### src/rtl/pads_cfg_pkg.sv
// Shared types and constants for the pad output-enable configuration master.
// Feature macro: PADS_CFG_VERIFY_EN (read-back verify of every pad write).
package pads_cfg_pkg;

   localparam logic [31:0] PADS_CFG_BASE  = 32'h3000_6000;
   localparam int          PADS_CFG_NUM   = 38;
   localparam int          PADS_CFG_IDX_W = 6;

   typedef enum logic [1:0] {
      IDLE = 2'd0,
      REQ  = 2'd1,
      GAP  = 2'd2,
      DONE = 2'd3
   } pads_cfg_st_e;

endpackage

### src/rtl/pads_cfg_wb_xfer.sv
// Single Wishbone transfer engine: owns cyc/stb, the ack timeout and the post-ack gap cycle.
// xfer_ok_o pulses in the gap cycle; xfer_tmo_o pulses in the last unacknowledged strobe cycle.
module pads_cfg_wb_xfer
   import pads_cfg_pkg::*;
#(
   parameter int TIMEOUT = 15
) (
   input  logic clk,
   input  logic rst,
   input  logic launch_i,
   input  logic ack_i,
   output logic cyc_o,
   output logic stb_o,
   output logic ack_o,
   output logic xfer_ok_o,
   output logic xfer_tmo_o
);

   pads_cfg_st_e state_q, state_d;
   logic [7:0]   cnt_q, cnt_d;

   always_ff @(posedge clk or posedge rst) begin
      if (rst) begin
         state_q <= IDLE;
         cnt_q   <= 8'd0;
      end else begin
         state_q <= state_d;
         cnt_q   <= cnt_d;
      end
   end

   always_comb begin
      state_d    = state_q;
      cnt_d      = cnt_q;
      ack_o      = 1'b0;
      xfer_ok_o  = 1'b0;
      xfer_tmo_o = 1'b0;
      case (state_q)
         IDLE: begin
            cnt_d = 8'd0;
            if (launch_i) state_d = REQ;
         end
         REQ: begin
            if (ack_i) begin
               ack_o   = 1'b1;
               cnt_d   = 8'd0;
               state_d = GAP;
            end else if (cnt_q == 8'(TIMEOUT - 1)) begin
               xfer_tmo_o = 1'b1;
               cnt_d      = 8'd0;
               state_d    = IDLE;
            end else begin
               cnt_d = cnt_q + 8'd1;
            end
         end
         // The slave's registered ack may still be high here; it is deliberately not looked at.
         GAP: begin
            xfer_ok_o = 1'b1;
            state_d   = launch_i ? REQ : IDLE;
         end
         default: state_d = IDLE;
      endcase
   end

   assign cyc_o = (state_q == REQ);
   assign stb_o = (state_q == REQ);

endmodule

### src/rtl/pads_cfg_master.sv
// Wishbone initiator writing one OEN word per pad index; PADS_CFG_VERIFY_EN adds a read-back per pad.
// Latency 3 cycles per pad (6 with verify) with a 1-cycle slave; stalls on ack, aborts after TIMEOUT.
module pads_cfg_master
   import pads_cfg_pkg::*;
#(
   parameter int          NUM_PADS  = PADS_CFG_NUM,
   parameter logic [31:0] BASE_ADDR = PADS_CFG_BASE,
   parameter int          TIMEOUT   = 15
) (
   input  logic                      wb_clk_i,
   input  logic                      wb_rst_i,
   input  logic                      start_i,
   input  logic [NUM_PADS-1:0]       oen_i,
   output logic                      busy_o,
   output logic                      done_o,
   output logic                      err_o,
   output logic                      err_mis_o,
   output logic [PADS_CFG_IDX_W-1:0] err_idx_o,
   output logic                      wbm_cyc_o,
   output logic                      wbm_stb_o,
   output logic                      wbm_we_o,
   output logic [3:0]                wbm_sel_o,
   output logic [31:0]               wbm_adr_o,
   output logic [31:0]               wbm_dat_o,
   input  logic                      wbm_ack_i,
   input  logic [31:0]               wbm_dat_i
);

   // Top-level sequence uses IDLE/REQ/DONE; the GAP cycle lives inside the transfer engine.
   pads_cfg_st_e              state_q, state_d;
   logic [NUM_PADS-1:0]       oen_q, oen_d;
   logic [PADS_CFG_IDX_W-1:0] idx_q, idx_d;
   logic [PADS_CFG_IDX_W-1:0] err_idx_q, err_idx_d;
   logic                      err_q, err_d;
   logic                      mis_q, mis_d;
   logic                      launch, xfer_ack, xfer_ok, xfer_tmo;
   logic                      phase_q, last_phase, rd_bad, cur_bit, last;

`ifdef PADS_CFG_VERIFY_EN
   logic phase_d;

   always_ff @(posedge wb_clk_i or posedge wb_rst_i) begin
      if (wb_rst_i) phase_q <= 1'b0;
      else          phase_q <= phase_d;
   end

   assign last_phase = phase_q;
   assign rd_bad     = xfer_ack && phase_q && (wbm_dat_i[0] != cur_bit);
`else
   logic unused_dat;

   assign phase_q    = 1'b0;
   assign last_phase = 1'b1;
   assign rd_bad     = 1'b0;
   assign unused_dat = ^wbm_dat_i;
`endif

   assign cur_bit = oen_q[idx_q];
   assign last    = (idx_q == PADS_CFG_IDX_W'(NUM_PADS - 1)) && last_phase;

   always_ff @(posedge wb_clk_i or posedge wb_rst_i) begin
      if (wb_rst_i) begin
         state_q   <= IDLE;
         oen_q     <= '0;
         idx_q     <= '0;
         err_idx_q <= '0;
         err_q     <= 1'b0;
         mis_q     <= 1'b0;
      end else begin
         state_q   <= state_d;
         oen_q     <= oen_d;
         idx_q     <= idx_d;
         err_idx_q <= err_idx_d;
         err_q     <= err_d;
         mis_q     <= mis_d;
      end
   end

   always_comb begin
      state_d   = state_q;
      oen_d     = oen_q;
      idx_d     = idx_q;
      err_idx_d = err_idx_q;
      err_d     = err_q;
      mis_d     = mis_q;
      launch    = 1'b0;
`ifdef PADS_CFG_VERIFY_EN
      phase_d   = phase_q;
`endif
      case (state_q)
         IDLE: begin
            if (start_i) begin
               oen_d     = oen_i;
               idx_d     = '0;
               err_d     = 1'b0;
               mis_d     = 1'b0;
               err_idx_d = '0;
               launch    = 1'b1;
               state_d   = REQ;
`ifdef PADS_CFG_VERIFY_EN
               phase_d   = 1'b0;
`endif
            end
         end
         REQ: begin
            if (xfer_tmo) begin
               err_d     = 1'b1;
               mis_d     = 1'b0;
               err_idx_d = idx_q;
               state_d   = DONE;
            end
            if (rd_bad) begin
               err_d     = 1'b1;
               mis_d     = 1'b1;
               err_idx_d = idx_q;
            end
            // Only a read mismatch can have set err_q while still in REQ.
            if (xfer_ok) begin
               if (last || err_q) begin
                  state_d = DONE;
               end else begin
                  launch = 1'b1;
`ifdef PADS_CFG_VERIFY_EN
                  if (!phase_q) begin
                     phase_d = 1'b1;
                  end else begin
                     phase_d = 1'b0;
                     idx_d   = idx_q + 1'b1;
                  end
`else
                  idx_d = idx_q + 1'b1;
`endif
               end
            end
         end
         DONE:    state_d = IDLE;
         default: state_d = IDLE;
      endcase
   end

   pads_cfg_wb_xfer #(.TIMEOUT(TIMEOUT)) u_xfer (
      .clk        (wb_clk_i),
      .rst        (wb_rst_i),
      .launch_i   (launch),
      .ack_i      (wbm_ack_i),
      .cyc_o      (wbm_cyc_o),
      .stb_o      (wbm_stb_o),
      .ack_o      (xfer_ack),
      .xfer_ok_o  (xfer_ok),
      .xfer_tmo_o (xfer_tmo)
   );

   assign busy_o    = (state_q == REQ);
   assign done_o    = (state_q == DONE);
   assign err_o     = err_q;
   assign err_mis_o = mis_q;
   assign err_idx_o = err_idx_q;
   assign wbm_sel_o = 4'hF;
   assign wbm_we_o  = wbm_stb_o & ~phase_q;
   assign wbm_adr_o = wbm_stb_o ? (BASE_ADDR + 32'(idx_q)) : 32'd0;
   assign wbm_dat_o = wbm_stb_o ? {31'd0, cur_bit} : 32'd0;

endmodule

### config.mk
export PLATFORM = sky130hd
export DESIGN_NAME = pads_cfg_master
export DESIGN_NICKNAME = d
export VERILOG_FILES = /design/src/rtl/pads_cfg_pkg.sv /design/src/rtl/pads_cfg_wb_xfer.sv /design/src/rtl/pads_cfg_master.sv
export SDC_FILE = /design/constraint.sdc
export NUM_CORES = 1
export LEC_CHECK = 0
export BUFFER_PORTS_ARGS = -buffer_cell sky130_fd_sc_hd__clkbuf_2
export CORE_MARGIN = 2
export CORE_UTILIZATION = 35
export CTS_CLUSTER_SIZE = 12
export DETAILED_ROUTE_END_ITERATION = 10
export PLACE_DENSITY_LB_ADDON = 0.3
export SYNTH_ARGS = -nofsm -noshare
export SYNTH_HDL_FRONTEND = slang
export SYNTH_HIERARCHICAL = 1
export SYNTH_SLANG_ARGS = --single-unit
export TNS_END_PERCENT = 1
### constraint.sdc
create_clock -name wb_clk_i -period 5.3 [get_ports wb_clk_i]
set_input_delay 1.59 -clock wb_clk_i [delete_from_list [all_inputs] [get_ports wb_clk_i]]
set_output_delay 1.59 -clock wb_clk_i [all_outputs]
set_load 0.05 [all_outputs]
==> impl_results.md <==
- 1st-iter DRT viols: ~90
- PwrDens: between 400 and 500 nW/µm²
- Initial core utilization: 0.362
- Logic pwr share: 0.327
- CP Class: flip-flop to output pin
- Peak supply drop: 0.235 mV
- Post-CTS setup buffer count: 0
- H-tree depth: 3
- TritonRoute pass-1 iters: 4
- Worst Hold Class: flip-flop to flip-flop
- Critical path fanouts, max: 13
- Net count, final: 443
- Row count: 36
- Slew Limit Headroom: 0.260
- CTS Buf Count: 9
- ANT nets after route: 0
- Fraction of layout cells with a size suffix above 1: 0.262
- Cell count after synthesis: a little over 300
- Worst Tran Pin Value: 1.11 ns
- DP Area: 3710 µm²
- Switching part of the total: 0.367
- Layout Cells excl Fill: 503
- Overflow after GRT: 0
- Gates resized, CTS repair: 0
- Most frequent cells in the layout: clkbuf_2 (64), dfrtp_1 (63), conb_1 (58)
- Via Count: 2,269
- Die Wd: 105 µm
- Outcome: finished clean
- Total of max-cap violations: 0
- Sink Count: 63
- Antenna violations before repair: 0
- P_sw: approximately 0.7 mW
- # IOs: ~160
- FF-to-FF Start: u_xfer/cnt_q[0]$_DFFE_PP0P_
- Root Buffer: clkbuf_8
- Maximum root-to-sink buffer count: 2
- Place WS: ~1.4 ns
- Worst Slack Setup Final: 1.11 ns
- Min Hold Slack: 0.480 ns
- First-pass GRT wire length: 10,800 µm
- Die Y-Extent: between 100 and 150 µm
- Most common cell after layout, fill and taps aside: clkbuf_2
- Largest net degree at the start of global routing: 54
- Depth of the worst register-to-register path: 7
- Clock skew: roughly 0.011 ns
- Worst reg2reg setup slack: roughly 2.8 ns
- Fillcell total: 974
- Worst setup EP type: output pin
- CTS tree: built
- Leak: 1.90 nW
- Hold Crit Depth: 1
- Pint: 1.24 mW
- Die area: between 10,000 and 15,000 µm²
- Max frequency: 239 MHz
- WL/cell: 13.4 µm
- Reg2reg end: err_idx_o[3]$_DFFE_PP0P_
- Tmin final: 4.19 ns
- Core area: 9770 µm²
- Final setup fails: 0
- Hold endpoint: oen_q[24]$_DFFE_PP0P_
- Synthesis Warnings: 6
- Number of global-route vias before repair: 2,165
- Final Hold Viols: 0
- Dpl cells: 487
- Clock power frac: 0.260
- GRT Util Overall: 0.126
- Max-slew violations: 0
- Arr. time, crit path: 2.60 ns
- Seq pwr share: 0.413
- Mapped Area: 3540 µm²
- Worst-Skew Late Latency: 0.35 ns
- Startpoint types: flip-flop
- Hold wc startpoint: oen_q[24]$_DFFE_PP0P_
- Routed WL: 6760 µm
- Hold Buf Count CTS: 0
- Non-Filler Cell Area, Final: roughly 4000 µm²
- Ant diodes: 0
- Port Buf Inserts: 64
- Placer Congestion: 0.779
- Area Overhead vs Synth: 11.9%
- Syn Area/Cell: 11.5 µm²
- HPWL after DPL: 4870 µm
- Vias per cell: ~4.5
- Unrepaired setup endpoints after global routing: no
- Setup TNS Final: 0 ns
- Clock slew seen by the registers of the worst setup and hold paths: 0.07 ns
- DR DRC count: 0
- Tcrit/Tclk final: 0.791
- Worst Path Required: 3.71 ns
==> layout make-up <==
type | instances | area, µm² | share of cell area
Clock buffer | 9 | 124 | 0.0313
Clock inverter | 7 | 121 | 0.0307
Inverter | 7 | 26.3 | 0.00664
Multi-Input combinational cell | 218 | 1610 | 0.406
Sequential cell | 63 | 1580 | 0.399
Tap cell | 133 | 166 | 0.0421
Timing Repair Buffer | 66 | 335 | 0.0848
==> worst max-delay path, stage by stage (launching register included) <==
cell and delay (ns):
dfrtp_1 0.76, buf_4 0.31, mux4_2 0.52, mux2i_1 0.15
o211ai_1 0.10, o21ai_1 0.10, a21boi_1 0.08, clkbuf_2 0.25
==> stage by stage <==
step / power (mW) / utilization
after floorplan: 1.37 / -
after global placement: 1.45 / 0.380
after detailed placement: 1.47 / 0.380
after CTS: 1.99 / 0.405
after global routing: 2.08 / 0.405
final: 1.96 / 0.405
==> sequential cells by signal, indices dropped and copies added, names as in the netlist <==
signal / flops
err_o: 1
oen_q: 38
u_xfer/cnt_q: 8
state_q: 2
u_xfer/state_q: 2
idx_q: 6
err_idx_o: 6
==> worst max-delay path by stage <==
stage,cells past startpoint,endpoint,slack [ns],from
2_1_floorplan,3,wbm_dat_o[0],1.33,u_xfer/state_q[1]$_DFFE_PP0P_
3_3_place_gp,7,wbm_dat_o[0],1.41,idx_q[0]$_DFFE_PP0P_
3_5_place_dp,7,wbm_dat_o[0],1.43,idx_q[0]$_DFFE_PP0P_
4_1_cts,7,wbm_dat_o[0],1.04,idx_q[0]$_DFFE_PP0P_
5_1_grt,7,wbm_dat_o[0],0.97,idx_q[0]$_DFFE_PP0P_
6_report,7,wbm_dat_o[0],1.11,idx_q[0]$_DFFE_PP0P_
==> metal layers <==
metal,vias up,part of all wire,global-route usage
li1,1061,-,-
met1,1109,0.43,0.157
met2,89,0.49,0.204
met3,10,0.071,0.0401
met4,0,0.016,0.0492
met5,-,0,0
==> power groups by stage <==
| stage | clock (mW) | combinational [mW] | sequential, mW |
|---|---|---|---|
| floorplan | 0 | 0.627 | 0.739 |
| global placement | 0 | 0.636 | 0.817 |
| detailed placement | 0 | 0.648 | 0.826 |
| CTS | 0.520 | 0.651 | 0.816 |
| global route | 0.543 | 0.698 | 0.840 |
| finish | 0.510 | 0.640 | 0.811 |
Note: power is estimated with default switching activity, not from simulation.
